### src/rtl/slot_pkg.sv
// rtl/slot_pkg.sv - shared types and constants for the reel sequencer
package slot_pkg;

    localparam int SYM_W     = 3;
    localparam int NUM_REELS = 3;

    typedef logic [SYM_W-1:0] sym_t;

    typedef enum logic [2:0] {
        ST_IDLE,
        ST_SPIN3,
        ST_SPIN2,
        ST_SPIN1,
        ST_EVAL,
        ST_SHOW
    } state_e;

endpackage

### src/rtl/btn_edge.sv
// rtl/btn_edge.sv - two-flop synchronizer with single-cycle rising-edge pulse
module btn_edge (
    input  logic clk,
    input  logic rst_n,
    input  logic btn_i,
    output logic press_o
);

    logic s1_q;
    logic s2_q;
    logic prev_q;

    always_ff @(posedge clk or negedge rst_n) begin
        if (!rst_n) begin
            s1_q   <= 1'b0;
            s2_q   <= 1'b0;
            prev_q <= 1'b0;
        end else begin
            s1_q   <= btn_i;
            s2_q   <= s1_q;
            prev_q <= s2_q;
        end
    end

    assign press_o = s2_q & ~prev_q;

endmodule

### src/rtl/reel_ctrl.sv
// rtl/reel_ctrl.sv - three-reel spin/stop sequencer with registered win/jackpot result
module reel_ctrl #(
    parameter int NUM_SYMBOLS = 8,
    parameter int SYM_W       = 3,
    parameter int STEP_DIV    = 5_000_000,
    parameter int MIN_STEPS   = 3
) (
    input  logic             clk,
    input  logic             rst_n,
    input  logic             btn_db,
    output logic [SYM_W-1:0] reel0,
    output logic [SYM_W-1:0] reel1,
    output logic [SYM_W-1:0] reel2,
    output logic [2:0]       spinning,
    output logic             busy,
    output logic             done,
    output logic             win,
    output logic             jackpot
);
    import slot_pkg::*;

    logic press;

    btn_edge u_btn_edge (
        .clk    (clk),
        .rst_n  (rst_n),
        .btn_i  (btn_db),
        .press_o(press)
    );

    logic [31:0] div_q, div_d;
    logic        tick;
    logic [31:0] guard_q, guard_d;
    logic        guard_ok;
    state_e      state_q, state_d;
    logic [NUM_REELS-1:0][SYM_W-1:0] reel_q, reel_d;
    logic [NUM_REELS-1:0] spin_q, spin_d;
    logic        busy_q, busy_d;
    logic        done_q, done_d;
    logic        win_q, win_d;
    logic        jack_q, jack_d;
    logic        eq01, eq12, eq02;

    assign tick     = (div_q == 32'(STEP_DIV - 1));
    assign div_d    = tick ? '0 : div_q + 32'd1;
    assign guard_ok = (guard_q >= 32'(MIN_STEPS));
    assign eq01     = (reel_q[0] == reel_q[1]);
    assign eq12     = (reel_q[1] == reel_q[2]);
    assign eq02     = (reel_q[0] == reel_q[2]);

    always_comb begin
        state_d = state_q;
        spin_d  = spin_q;
        win_d   = win_q;
        jack_d  = jack_q;
        done_d  = 1'b0;
        case (state_q)
            ST_IDLE, ST_SHOW: if (press) begin
                state_d = ST_SPIN3;
                spin_d  = 3'b111;
                win_d   = 1'b0;
                jack_d  = 1'b0;
            end
            ST_SPIN3: if (press && guard_ok) begin
                state_d = ST_SPIN2;
                spin_d  = 3'b110;
            end
            ST_SPIN2: if (press && guard_ok) begin
                state_d = ST_SPIN1;
                spin_d  = 3'b100;
            end
            ST_SPIN1: if (press && guard_ok) begin
                state_d = ST_EVAL;
                spin_d  = 3'b000;
            end
            ST_EVAL: begin
                state_d = ST_SHOW;
                done_d  = 1'b1;
                jack_d  = eq01 & eq12;
                win_d   = eq01 | eq12 | eq02;
            end
            default: state_d = ST_IDLE;
        endcase

        // Any state change clears the guard; only entries into SPIN states rely on it.
        if (state_d != state_q)
            guard_d = '0;
        else if (tick && !guard_ok)
            guard_d = guard_q + 32'd1;
        else
            guard_d = guard_q;

        busy_d = (state_d == ST_SPIN3) || (state_d == ST_SPIN2) ||
                 (state_d == ST_SPIN1) || (state_d == ST_EVAL);

        // A reel stopped on a tick edge keeps its pre-tick symbol.
        reel_d = reel_q;
        for (int k = 0; k < NUM_REELS; k++) begin
            if (tick && spin_q[k] && spin_d[k])
                reel_d[k] = (reel_q[k] == SYM_W'(NUM_SYMBOLS - 1)) ? '0 : reel_q[k] + SYM_W'(1);
        end
    end

    always_ff @(posedge clk or negedge rst_n) begin
        if (!rst_n) begin
            state_q <= ST_IDLE;
            div_q   <= '0;
            guard_q <= '0;
            reel_q  <= '0;
            spin_q  <= '0;
            busy_q  <= 1'b0;
            done_q  <= 1'b0;
            win_q   <= 1'b0;
            jack_q  <= 1'b0;
        end else begin
            state_q <= state_d;
            div_q   <= div_d;
            guard_q <= guard_d;
            reel_q  <= reel_d;
            spin_q  <= spin_d;
            busy_q  <= busy_d;
            done_q  <= done_d;
            win_q   <= win_d;
            jack_q  <= jack_d;
        end
    end

    assign reel0    = reel_q[0];
    assign reel1    = reel_q[1];
    assign reel2    = reel_q[2];
    assign spinning = spin_q;
    assign busy     = busy_q;
    assign done     = done_q;
    assign win      = win_q;
    assign jackpot  = jack_q;

endmodule
### config.mk
export PLATFORM = sky130hd
export DESIGN_NAME = reel_ctrl
export DESIGN_NICKNAME = d
export VERILOG_FILES = /design/src/rtl/slot_pkg.sv /design/src/rtl/btn_edge.sv /design/src/rtl/reel_ctrl.sv
export SDC_FILE = /design/constraint.sdc
export NUM_CORES = 1
export LEC_CHECK = 0
export ABC_AREA = 1
export CAP_MARGIN = 20
export CORE_ASPECT_RATIO = 1.2
export CORE_UTILIZATION = 60
export DETAILED_ROUTE_END_ITERATION = 8
export PLACE_DENSITY = 0.79
export SKIP_LAST_GASP = 1
export SLEW_MARGIN = 20
export SYNTH_ARGS = -nofsm -noshare
export SYNTH_HDL_FRONTEND = slang
export SYNTH_SLANG_ARGS = --single-unit
### constraint.sdc
create_clock -name clk -period 2 [get_ports clk]
set_input_delay 0.4 -clock clk [delete_from_list [all_inputs] [get_ports clk]]
set_output_delay 0.4 -clock clk [all_outputs]
set_load 0.005 [all_outputs]
After elaboration in Yosys (flattened, before gate mapping). Cells that the tools add are included.

Register bits after elaboration: 86. Output and inout port bits: 16. Word-level logic and storage cells: 80.

$add $sub $neg: 5. $lt $le $gt $ge: 1. Equal/unequal tests: 18. Mux-type cells: 20. Bitwise operators: 5. Reductions and logical operators: 17.

Operator list (number): 32-bit 2-to-1 mux (3); 32-bit by 1-bit adder with 32-bit output, second input constant (2); 3-bit 2-to-1 mux (11); 32-bit by 23-bit equality test with 1-bit output, second input constant (1); 32-bit by 2-bit >= comparator with 1-bit output, second input constant (1); 3-bit equality test, second input constant (6); 3-bit one-hot mux with 5 select lines (1); 3-bit by 2-bit equality test with 1-bit output, second input constant (4); 3-bit one-hot mux with 4 select lines (1); 3-bit by 1-bit adder with 3-bit output, second input constant (3); 3-bit equality test (3); 1-bit logical AND (8); 3-bit by 1-bit equality test with 1-bit output, second input constant (2); 1-bit one-hot mux with 2 select lines (2); 2-bit nonzero test (2); 3-bit zero test (1); 1-bit logical OR (3); 3-bit != test (1); 1-bit bitwise AND (2); 1-bit 2-to-1 mux (2); 2-bit != test, second input constant (1); 1-bit bitwise OR (2); 2-bit AND reduction (1); 2-bit OR reduction (1); 2 further kinds (2).

Longest topological paths before layout.
Depth in word-level cells: 9. Depth in mapped cells: 15. Mapped depth without buffers: 14.

Cells and area by module. A second synthesis with hierarchy kept.

Cell total of the unflattened synthesis: 564. Area, all modules: 4465.5 sq um.

By module, submodules not included: reel_ctrl (times used 1, cells an instance 559, area an instance 4380.5 sq um); btn_edge (times used 1, cells an instance 5, area an instance 85.1 sq um).

Least setup slack after synthesis. OpenSTA, ideal clock, no wires.

Path type: register to register. From: reg guard_q[0]. To: reg guard_q[0]. Setup time: 0.124 ns. Data arrival time: 1.673 ns. Required time: 1.876 ns. Path slack: 0.203 ns. Cell stages (with the launch flop): 15. Buffers on the path: 1. Period minus slack after synthesis: 1.797 ns. Cell sequence: dfrtp_1 > ha_1 > inv_1 > nand2_1 > nor2_2 > nand2_2 > o21ai_4 > nand2_1 > nand2_1 > nand2_2 > nand2_2 > nand3_2 > nand2_4 > buf_12 > nor2_4.

Cells in the longest elaborated chain, start to end: 6. Elaborated cells on any way between the ends: 13. Classes of those cells: add/sub (1); order compare (1); eq/ne (1); mux (6); reduce/logical (4).

RTL lines: from (decl) (line reel_ctrl.sv:33) `logic [31:0] guard_q, guard_d;`; from (signal assigned) (line reel_ctrl.sv:118) `guard_q <= guard_d;`; 32-bit by 2-bit >= comparator with 1-bit output (line reel_ctrl.sv:46) `assign guard_ok = (guard_q >= 32'(MIN_STEPS));`; 1-bit logical AND (line reel_ctrl.sv:64, reel_ctrl.sv:68, reel_ctrl.sv:72); 3-bit 2-to-1 mux (on tied branches) (line reel_ctrl.sv:72, reel_ctrl.sv:64, reel_ctrl.sv:68); 3-bit one-hot mux with 5 select lines (line reel_ctrl.sv:57) `case (state_q)`; 3-bit != test (line reel_ctrl.sv:86) `if (state_d != state_q)`; 32-bit 2-to-1 mux or 2-bit nonzero test (tied branches).

Several ways; a longest one is shown, not always the timed one. The select of a mux whose other input is x is not followed. A chain may end at the register's enable or synchronous reset.

Final worst setup path.
From: reg div_q[30]. To: reg guard_q[0].

Cells in the longest elaborated chain, start to end: 3.

RTL lines: from (decl) (line reel_ctrl.sv:31) `logic [31:0] div_q, div_d;`; from (signal assigned) (line reel_ctrl.sv:117) `div_q <= div_d;`; 32-bit by 23-bit equality test with 1-bit output (line reel_ctrl.sv:44) `assign tick = (div_q == 32'(STEP_DIV - 1));`; 1-bit logical AND (line reel_ctrl.sv:88) `else if (tick && !guard_ok)`; 2-bit nonzero test (no source line).

No other way between the ends.

==> metrics.cfg <==
[route]
vias_per_cell=5.33
wl_mm=9.33
route.detailed.drc=0
ant_nets=0
drtIter0Drc=168
firstDrtPassIters=4
vias=3574
wl_per_cell_um=13.9

[clock_tree]
clk_path_buf_depth=2
cts-root-buf=clkbuf_8
htreeDepth=3
cts.clk_slew.worst_paths_ns=0.09
clk_latency_ns=0.36
cts-buffers-inserted=9
clock_sinks=86
postCtsHoldBufs=0
cts_tree=yes

[sta]
setup_ws_ns=0.0971
worst_clock_skew_ns=0.0101
hold_viol=0
min_period_ns=1.90
worst_slew_pin_slew_ns=0.528
maxSlewViolCount=0
period_share=0.951
rsz0062_at_grt=yes
setup_violations=0
max_freq_ghz=0.526
relSlewSlack=0.648

[synth]
postSynthNetCount=546
ys.flop_type=dfrtp_1
syn_inst=535
ys.warnings.count=0
ys_ff_latch=86
ys_seq_area_frac=0.459
synth_edf_count=0
synth_area_um2=4690
synth_async_sr_flop_share=1.00
synth_area_per_cell_um2=8.77
synth_cell_types=42

[setup_path]
startpoint_type=flip-flop
path_delay_family=simple AND/OR/NAND/NOR gates
crit_path_top_delay_cell=dfrtp_1
crit_arrival_ns=2.15
path_depth=8
rr_worst_depth=8
critPathMaxFanout=7
cp_slowest_stage_delay_ns=0.40
path_buf_inv=1
critPathKind=reg -> reg
setup.worst_path.end_class=flip-flop
worstPathRequired_ns=2.25
path_cells=or2_1 -> nor3_1 -> nand4_1 -> nor2_1 -> buf_4 -> nand2_1 -> xor2_1 -> nor2_4

[placed_design]
gp_congestion=0.957
dpl.cell_count=649
place_ws_ns=0.0630
post-dp-hpwl_mm=6.47
port_buffers=18

[global_routing]
grt_max_degree=43
grt_overflow=0
grt_pass1_vias=3549
track_usage=0.247
grt_pass1_wl_mm=15.3
antenna_found_initial=0

[layout]
layout_common_cells=99 x inv_1, 85 x nand2_1, 85 x dfrtp_1
finish.net_count=586
fin_cells=670
layout_commonest_cell=inv_1
diodes=0
area_growth_pct=14.7
drive_gt1_frac=0.200
fin_util=0.727

[floorplan]
num_rows=34
die_area_um2=8180
core_area_um2=7400
start_util=0.634
fp.dieH_um=98.9
fp.dieW_um=82.7
ios=19

[power_and_ir_drop]
power_leakage_nw=2.66
max-vdd-ir-drop_mv=0.899
p_per_area_nw_per_um2=812

[outcome]
status=completed

[worst_hold_path]
hold_path_class=in -> async

[flow_run]
drv_cap=0

==> kinds of logic (layout without fill, tap and decap cells) <==
group           after synthesis  count (layout)  share of synthesized area
xor+xnor                     26              26                     0.0485
flops                        86              86                      0.459
fa+ha+maj                     8               8                     0.0213
compound gates               32              32                     0.0413
simple gates                274             274                      0.329
buf+inv                     109             154                      0.102
==> layout make-up <==
type | count | area (µm²)
clock inverters | 5 | 58.8
flip-flops and latches | 86 | 2150
well taps | 90 | 113
inverters | 103 | 387
repair buffers | 35 | 408
fillers | 558 | 2020
multi-input cells | 340 | 2130
clock buffers | 11 | 131
==> state kept, by name (all words and copies together) (netlist names) <==
name,count
div_q,32
jackpot,1
done,1
u_btn_edge.prev_q,1
state_q,3
u_btn_edge.s1_q,1
reel2,3
guard_q,32
reel1,3
spinning,3
win,1
busy,1
reel0,3
u_btn_edge.s2_q,1
==> Yosys cell counts (3+ instances only) <==
| cell | instances | area, µm² |
|---|---|---|
| nor2_1 | 59 | 221 |
| nand3b_1 | 4 | 30.0 |
| nor3_1 | 17 | 85.1 |
| dfrtp_1 | 86 | 2150 |
| nor2_4 | 35 | 394 |
| nand3_2 | 4 | 40.0 |
| xnor2_1 | 11 | 96.3 |
| buf_12 | 3 | 60.1 |
| ha_1 | 8 | 100 |
| inv_1 | 99 | 372 |
| nand2_2 | 6 | 37.5 |
| nand2_4 | 3 | 33.8 |
| or2_2 | 3 | 18.8 |
| nor2_2 | 9 | 56.3 |
| xor2_1 | 15 | 131 |
| a21oi_1 | 10 | 50.1 |
| nand2_1 | 90 | 338 |
| nand3_1 | 20 | 100 |
| inv_2 | 4 | 15.0 |
| nand4_1 | 9 | 56.3 |
| nor4_1 | 6 | 37.5 |
| o21ai_0 | 12 | 60.1 |
==> repair_timing <==
item,4_1_cts,5_1_grt
endpoints found under the setup margin,0,46
buffers inserted,0,2
resized for setup,0,17
==> routing by layer <==
layer / up-vias / global-route usage / routed length, µm
met5: - / 0 / 0
met4: 0 / 0.111 / 248
met3: 23 / 0.0546 / 362
met2: 93 / 0.409 / 4710
met1: 1726 / 0.304 / 4020
li1: 1732 / - / -
==> power by group <==
| group | internal (mW) | leakage [nW] | total (mW) | switching (mW) |
|---|---|---|---|---|
| sequential | 1.78 | 1.17 | 1.83 | 0.0452 |
| combinational | 0.563 | 1.41 | 1.33 | 0.771 |
| clock | 0.581 | 0.0899 | 1.21 | 0.630 |
==> metrics by stage <==
step | hold slack (ns) | cell area [µm²] | total power, mW | setup TNS, ns
2_1_floorplan | 0.104 | 4690 | 2.70 | 0
3_3_place_gp | 0.336 | 5030 | 2.89 | 0
3_5_place_dp | 0.340 | 5030 | 2.91 | 0
4_1_cts | 0.0319 | 5220 | 4.12 | 0
5_1_grt | 0.0593 | 5380 | 4.55 | -0.134
6_report | 0.0231 | 5380 | 4.37 | 0
==> final timing paths <==
check                                                  to  slack (ns)                       from
max in group asynchronous             div_q[29]$_DFF_PN0_        1.35                      rst_n
worst min-delay path              guard_q[16]$_DFFE_PN0P_        0.02                      rst_n
worst max register to register     guard_q[0]$_DFFE_PN0P_         0.1        div_q[30]$_DFF_PN0_
min in group clk                u_btn_edge.s2_q$_DFF_PN0_        0.36  u_btn_edge.s1_q$_DFF_PN0_
worst max-delay path               guard_q[0]$_DFFE_PN0P_         0.1        div_q[30]$_DFF_PN0_
worst min register to register  u_btn_edge.s2_q$_DFF_PN0_        0.36  u_btn_edge.s1_q$_DFF_PN0_
(Power assumes the default switching activity.)
